### src/rtl/quantized_line_packer.sv
// Packs the low bitWidth bits of each quantized word LSB-first into L2_WIDTH-bit lines.
// Define QLP_OUTLIER_ESCAPE_EN to escape outliers as an all-ones code followed by the raw word.
module quantized_line_packer #(
    parameter int unsigned L2_WIDTH        = 512,
    parameter int unsigned WordWidth_WIDTH = 32
) (
    input  logic                       Clk,
    input  logic                       Rst_n,
    input  logic                       Start,
    input  logic [4:0]                 bitWidth,
    input  logic                       InValid,
    output logic                       InReady,
    input  logic [WordWidth_WIDTH-1:0] QuantizedBits,
    input  logic [WordWidth_WIDTH-1:0] OrigFormat,
    input  logic                       IsOutlier,
    input  logic                       Last,
    output logic                       LineValid,
    input  logic                       LineReady,
    output logic [L2_WIDTH-1:0]        LineData,
    output logic                       LineLast,
    output logic [15:0]                OutlierCount,
    output logic                       Busy
);

    localparam int unsigned W      = WordWidth_WIDTH;
    localparam int unsigned ACC_W  = L2_WIDTH + W;
    localparam int unsigned FILL_W = $clog2(L2_WIDTH);
    localparam int unsigned SUM_W  = FILL_W + 1;
    localparam int unsigned LEN_W  = $clog2(W) + 1;

`ifdef QLP_OUTLIER_ESCAPE_EN
    typedef enum logic [1:0] {
        S_IDLE   = 2'd0,
        S_ACCEPT = 2'd1,
        S_RAW    = 2'd2,
        S_FLUSH  = 2'd3
    } state_t;
`else
    typedef enum logic [1:0] {
        S_IDLE   = 2'd0,
        S_ACCEPT = 2'd1,
        S_FLUSH  = 2'd3
    } state_t;
`endif

    state_t              state_q, state_d;
    logic [LEN_W-1:0]    bw_q, bw_d;
    logic [ACC_W-1:0]    acc_q, acc_d;
    logic [FILL_W-1:0]   fill_q, fill_d;
    logic                line_valid_q, line_valid_d;
    logic [L2_WIDTH-1:0] line_data_q, line_data_d;
    logic                line_last_q, line_last_d;
    logic [15:0]         cnt_q, cnt_d;
    logic                busy_q, busy_d;

    logic                line_free;
    logic                in_ready_c;
    logic                accept;
    logic [W-1:0]        mask;
    logic                pk_en;
    logic [W-1:0]        pk_chunk;
    logic [LEN_W-1:0]    pk_len;
    logic                pk_last;
    logic [ACC_W-1:0]    merged;
    logic [SUM_W-1:0]    total;

`ifdef QLP_OUTLIER_ESCAPE_EN
    logic [W-1:0]        orig_q, orig_d;
    logic                raw_last_q, raw_last_d;
`else
    logic                unused_orig;
    assign unused_orig = ^OrigFormat;
`endif

    // Backpressure: a word may enter whenever the line register is, or is about to be, free.
    assign line_free  = !line_valid_q || LineReady;
    assign in_ready_c = (state_q == S_ACCEPT) && line_free;
    assign accept     = InValid && in_ready_c;
    assign mask       = (bw_q >= LEN_W'(W)) ? {W{1'b1}} : ((W'(1) << bw_q) - W'(1));

    always_comb begin
        state_d      = state_q;
        bw_d         = bw_q;
        acc_d        = acc_q;
        fill_d       = fill_q;
        line_valid_d = line_valid_q;
        line_data_d  = line_data_q;
        line_last_d  = line_last_q;
        cnt_d        = cnt_q;
`ifdef QLP_OUTLIER_ESCAPE_EN
        orig_d       = orig_q;
        raw_last_d   = raw_last_q;
`endif
        pk_en        = 1'b0;
        pk_chunk     = '0;
        pk_len       = '0;
        pk_last      = 1'b0;

        if (line_valid_q && LineReady) begin
            line_valid_d = 1'b0;
            line_last_d  = 1'b0;
        end

        case (state_q)
            S_IDLE: begin
                if (Start) begin
                    bw_d    = (bitWidth == 5'd0) ? LEN_W'(W) : LEN_W'(bitWidth);
                    acc_d   = '0;
                    fill_d  = '0;
                    cnt_d   = '0;
                    state_d = S_ACCEPT;
                end
            end
            S_ACCEPT: begin
                if (accept) begin
                    if (IsOutlier && (cnt_q != 16'hFFFF)) begin
                        cnt_d = cnt_q + 16'd1;
                    end
                    pk_en    = 1'b1;
                    pk_len   = bw_q;
                    pk_chunk = QuantizedBits & mask;
                    pk_last  = Last;
`ifdef QLP_OUTLIER_ESCAPE_EN
                    // Outlier marker now, raw word next cycle; Last is deferred to the raw chunk.
                    if (IsOutlier) begin
                        pk_chunk   = mask;
                        pk_last    = 1'b0;
                        orig_d     = OrigFormat;
                        raw_last_d = Last;
                        state_d    = S_RAW;
                    end
`endif
                    if (pk_last) begin
                        state_d = S_FLUSH;
                    end
                end
            end
`ifdef QLP_OUTLIER_ESCAPE_EN
            S_RAW: begin
                if (line_free) begin
                    pk_en    = 1'b1;
                    pk_len   = LEN_W'(W);
                    pk_chunk = orig_q;
                    pk_last  = raw_last_q;
                    state_d  = raw_last_q ? S_FLUSH : S_ACCEPT;
                end
            end
`endif
            S_FLUSH: begin
                // A nonzero fill here is residue left behind a full non-final line.
                if ((fill_q != '0) && line_free) begin
                    line_valid_d = 1'b1;
                    line_data_d  = acc_q[L2_WIDTH-1:0];
                    line_last_d  = 1'b1;
                    acc_d        = '0;
                    fill_d       = '0;
                end else if ((fill_q == '0) && line_valid_q && LineReady && line_last_q) begin
                    state_d = S_IDLE;
                end
            end
            default: begin
                state_d = S_IDLE;
            end
        endcase

        merged = acc_q | (ACC_W'(pk_chunk) << fill_q);
        total  = SUM_W'(fill_q) + SUM_W'(pk_len);

        if (pk_en) begin
            if (total >= SUM_W'(L2_WIDTH)) begin
                line_valid_d = 1'b1;
                line_data_d  = merged[L2_WIDTH-1:0];
                line_last_d  = pk_last && (total == SUM_W'(L2_WIDTH));
                acc_d        = merged >> L2_WIDTH;
                fill_d       = FILL_W'(total - SUM_W'(L2_WIDTH));
            end else if (pk_last) begin
                // Final chunk leaves a partial line: present it directly, upper bits already zero.
                line_valid_d = 1'b1;
                line_data_d  = merged[L2_WIDTH-1:0];
                line_last_d  = 1'b1;
                acc_d        = '0;
                fill_d       = '0;
            end else begin
                acc_d  = merged;
                fill_d = FILL_W'(total);
            end
        end

        busy_d = (state_d != S_IDLE);
    end

    always_ff @(posedge Clk or negedge Rst_n) begin
        if (!Rst_n) begin
            state_q      <= S_IDLE;
            bw_q         <= '0;
            acc_q        <= '0;
            fill_q       <= '0;
            line_valid_q <= 1'b0;
            line_data_q  <= '0;
            line_last_q  <= 1'b0;
            cnt_q        <= '0;
            busy_q       <= 1'b0;
        end else begin
            state_q      <= state_d;
            bw_q         <= bw_d;
            acc_q        <= acc_d;
            fill_q       <= fill_d;
            line_valid_q <= line_valid_d;
            line_data_q  <= line_data_d;
            line_last_q  <= line_last_d;
            cnt_q        <= cnt_d;
            busy_q       <= busy_d;
        end
    end

`ifdef QLP_OUTLIER_ESCAPE_EN
    always_ff @(posedge Clk or negedge Rst_n) begin
        if (!Rst_n) begin
            orig_q     <= '0;
            raw_last_q <= 1'b0;
        end else begin
            orig_q     <= orig_d;
            raw_last_q <= raw_last_d;
        end
    end
`endif

    assign InReady      = in_ready_c;
    assign LineValid    = line_valid_q;
    assign LineData     = line_data_q;
    assign LineLast     = line_last_q;
    assign OutlierCount = cnt_q;
    assign Busy         = busy_q;

endmodule

### config.mk
export PLATFORM = sky130hd
export DESIGN_NAME = quantized_line_packer
export DESIGN_NICKNAME = d
export VERILOG_FILES = /design/src/rtl/quantized_line_packer.sv
export SDC_FILE = /design/constraint.sdc
export NUM_CORES = 2
export LEC_CHECK = 0
export CELL_PAD_IN_SITES_DETAIL_PLACEMENT = 2
export CELL_PAD_IN_SITES_GLOBAL_PLACEMENT = 2
export CORE_UTILIZATION = 35
export DETAILED_ROUTE_END_ITERATION = 10
export PLACE_DENSITY = 0.82
export SLEW_MARGIN = 5
export SYNTH_ARGS = -nofsm -noshare
export SYNTH_HDL_FRONTEND = slang
export SYNTH_SLANG_ARGS = --single-unit
### constraint.sdc
create_clock -name Clk -period 4.6 [get_ports Clk]
set_input_delay 1.38 -clock Clk [delete_from_list [all_inputs] [get_ports Clk]]
set_output_delay 1.38 -clock Clk [all_outputs]
set_load 0.005 [all_outputs]
==> metrics.txt <==
status=complete, but fails checks; failing checks=negative setup slack; met2 WL post-DR=135,300 um; Worst VDD drop=around 470 uV; DRC=0; TritonCTS clock tree=yes; Final Hold Vio Count=0; nets=~6,400; synth top area cells=dfrtp_1 55%, o21ai_0 7.3%, mux2i_1 5.3%; share of flip-flops with an asynchronous set or reset=100.0%; DRT antenna net count=0; Unique masters post-synth=106; Worst Skew=roughly 0.10 ns; Power per Cell Area=698.9 nW/um2; pre-CTS WS=-1.062 ns; Post-Syn Area=50,080 um2; syn_nets=5,311; die footprint=roughly 140,000 um2; Post-CTS Hold Fix Bufs=0; r2r startpoint=bw_q[2]; area growth from synthesis to layout=37.64%; clock buffer count from CTS=119; top_reg_cell synth=dfrtp_1; Worst Hold Class=flop to flop; Static Leak=29.40 nW; combinational power share=between 50 and 60%; top sig layer=met5; Ports=608; DRT met1 WL=110,300 um; worst relative slew slack=9.610%; clock latency on the worst-skew pair=0.83 ns; Post-Synthesis Cells=approximately 5,200; Worst Path Arrival=5.48 ns; crit share post-route=103.1%; Critical Path Slowest Stage Cell=o21ai_0; number of synthesized flops with an enable pin=0; final wirelength=~290,000 um; die extent in y=around 380 um; Net Sw Power=21.30 mW; largest net degree at the start of global routing=around 110; Global Route Usage Sum=39.65%; dpl cells=8,043; unrepaired setup endpoints after global routing=yes; Final GP Congestion=0.9866; vias in the first global route=57,790; total number of vias=52,440; Final WS setup=-0.1408 ns; final hold slack=between 0.4 and 0.5 ns; Period minus WS final=4.741 ns; Sw Share=44.22%; Port Buffers=between 500 and 600; Worst EP required=approximately 5.3 ns; clock network fraction of total power=21.7%; Core ar.=141,800 um2; storage element area=27,300 um2; worst reg2reg endpoint=LineData[28]; drt initial violations=5,097; CP cell instances=or4_1 > or2_2 > ha_4 > buf_4 > nand4bb_1 > mux2i_1 > buf_4 > or3_1 > a21oi_1 > mux4_2 > mux2i_2 > buf_4 > o21ai_0 > a21oi_1 > buf_4 > a21oi_1; P_int=~27 mW; FF-to-FF setup slack=-0.14 ns; Starting Density=35.33%; most frequent CP cell=buf_4; clock transition at the registers of the reported paths=0.07 ns; post-synthesis average cell area=between 9 and 10 um2; Slew @ Worst Pin=around 1.3 ns; CP Capture Type=flop; setup_tns=-0.1476 ns; Hold EP=LineData[210]; Root Driver=clkbuf_16; Multi-input gate area=21,570 um2; Clock Tree Buf Depth=3; die width=380.3 um; #FFs+latches synth=1,091; DR WL/cell=35.35 um; routed wl met3=25,650 um; Synth area leader=dfrtp_1; filler cell count=14,400; part of the Yosys area used for sequential elements=between 50% and 60%; Synth top area share=54.52%; Setup CP Type=flop to flop; max-cap check violation count=0; sequential share of power=between 20% and 30%; hold path cells=2; FMAX=210.9 MHz; Final Max Tran Viols=0; CP max FO=11; Remaining Overflow, GRT=0; CTS Sinks=1,091; FF-to-FF path depth=16; DP Wirelength=197,800 um; min-delay src=acc_q[210]; Via density=about 6.3; CP Launch Type=flop; share of layout cells above drive strength 1=17.92%; First-pass DRT Iterations=6; Rows=138; # setup viols final=2; Synth Warn #=0; first-pass GRT wire length=between 400,000 and 500,000 um; largest stage delay on the critical path=around 0.76 ns; antenna violations before repair=8; final core occ=48.62%; Layout Cells excl Fill=8,280; H-tree level count=3
[placed cells by master, fill, tap and decap left out, types with 17 or more instances in the layout]
cell and instances:
dfrtp_1 1088, o21ai_0 708, nand2_1 654, buf_4 618, clkdlybuf4s50_1 574, nor2_1 523
a21oi_1 442, mux2i_1 259, buf_12 145, clkbuf_16 120, o22ai_1 75, nand3_1 69
nor3_1 64, a211oi_1 58, a22o_1 49, and3_1 43, o31ai_1 39, a221oi_1 38
inv_1 37, a31oi_1 35, o21ai_1 34, a22oi_1 32, clkbuf_1 32, o22a_1 31
clkbuf_8 27, o211ai_1 23, or3_1 20, and2_1 19, o21bai_1 19, clkinv_2 18
o21ai_2 17, a311oi_1 17
[final cells by class]
| cell class | instances | area share [%] |
|---|---|---|
| antenna | 6 | 0.02178 |
| timing repair buffer | 1347 | 19.46 |
| multi-input combinational | 3688 | 31.30 |
| sequential | 1091 | 39.62 |
| clock inverter | 40 | 0.9222 |
| tap | 1890 | 3.431 |
| clock buffer | 178 | 5.034 |
| inverter | 40 | 0.2178 |
[layer usage]
layer | up-vias | track usage (%)
li1 | 20920 | -
met1 | 27550 | 47.94
met2 | 2959 | 63.81
met3 | 1006 | 9.361
met4 | 10 | 24.60
met5 | - | 0
[worst max-delay path by stage]
| stage | slack [ns] | to | startpoint |
|---|---|---|---|
| after floorplan | 0.03 | acc_q[95] | LineReady |
| after global placement | -0.84 | acc_q[255] | InValid |
| after detailed placement | -1.06 | LineData[319] | InValid |
| after CTS | 0.001 | LineData[226] | bw_q[2] |
| after global routing | -0.12 | LineData[28] | bw_q[2] |
| final | -0.14 | LineData[28] | bw_q[2] |
[sequential cells by signal, summed over array words and instances, names as in the netlist]
| name | count |
|---|---|
| acc_q | 543 |
| fill_q | 9 |
| LineData | 512 |
| state_q | 2 |
| LineLast | 1 |
| LineValid | 1 |
| Busy | 1 |
| OutlierCount | 16 |
| bw_q | 6 |
[kinds of logic after synthesis]
family	after synthesis	synth area share, %
AO/OA/AOI/OAI	1863	22.96
XOR/XNOR	17	0.2973
adder cells (fa/ha/maj)	9	0.2399
buffers and inverters	447	3.520
flip-flops	1091	54.52
multiplexers	274	5.574
AND/OR/NAND/NOR	1525	12.89
[power by group through the flow]
stage	clock, mW	sequential [mW]	combinational, mW
5_1_grt	10.8	12.7	25.7
2_1_floorplan	0	12.1	10.1
3_3_place_gp	0	12.6	22.4
4_1_cts	10.5	12.6	24.1
3_5_place_dp	0	12.7	23.3
6_report	10.4	12.7	25.0
[through the flow]
| stage | area [um2] | total power, mW |
|---|---|---|
| detailed placement | 64220 | 36.02 |
| global placement | 64220 | 35.04 |
| floorplan | 50220 | 22.17 |
| finish | 68920 | 48.17 |
| CTS | 68550 | 47.20 |
| global route | 68910 | 49.28 |
[synth_stat cells, types with 23 or more instances]
cell type / n
a31oi_1: 36
and3_1: 43
nand3_1: 74
a22oi_1: 38
buf_1: 27
nor3_1: 74
o22ai_1: 77
a21oi_1: 446
a22o_1: 52
o21ai_0: 734
mux2i_1: 264
a211oi_1: 65
dfrtp_1: 1091
nor2_1: 534
a221oi_1: 45
inv_1: 38
nand2_1: 660
o31ai_1: 44
o211ai_1: 23
o22a_1: 31
clkbuf_1: 346
buf_2: 25
[what timing repair did]
item,CTS,global route
resized for setup,48,74
setup endpoints to repair,593,504
pin swaps,3,3
gates cloned,0,2
setup buffers,4,7
[critical path, delay by kind of cell, from the launching register on]
kind / cells / cell delay [ns]
AOI/OAI and AO/OA: 4 / 1.41
and+or+nand+nor: 4 / 1.40
buffers and inverters: 4 / 0.72
muxes: 3 / 0.58
DFF: 1 / 0.40
adders and majority gates: 1 / 0.23
(Power assumes the default switching activity.)
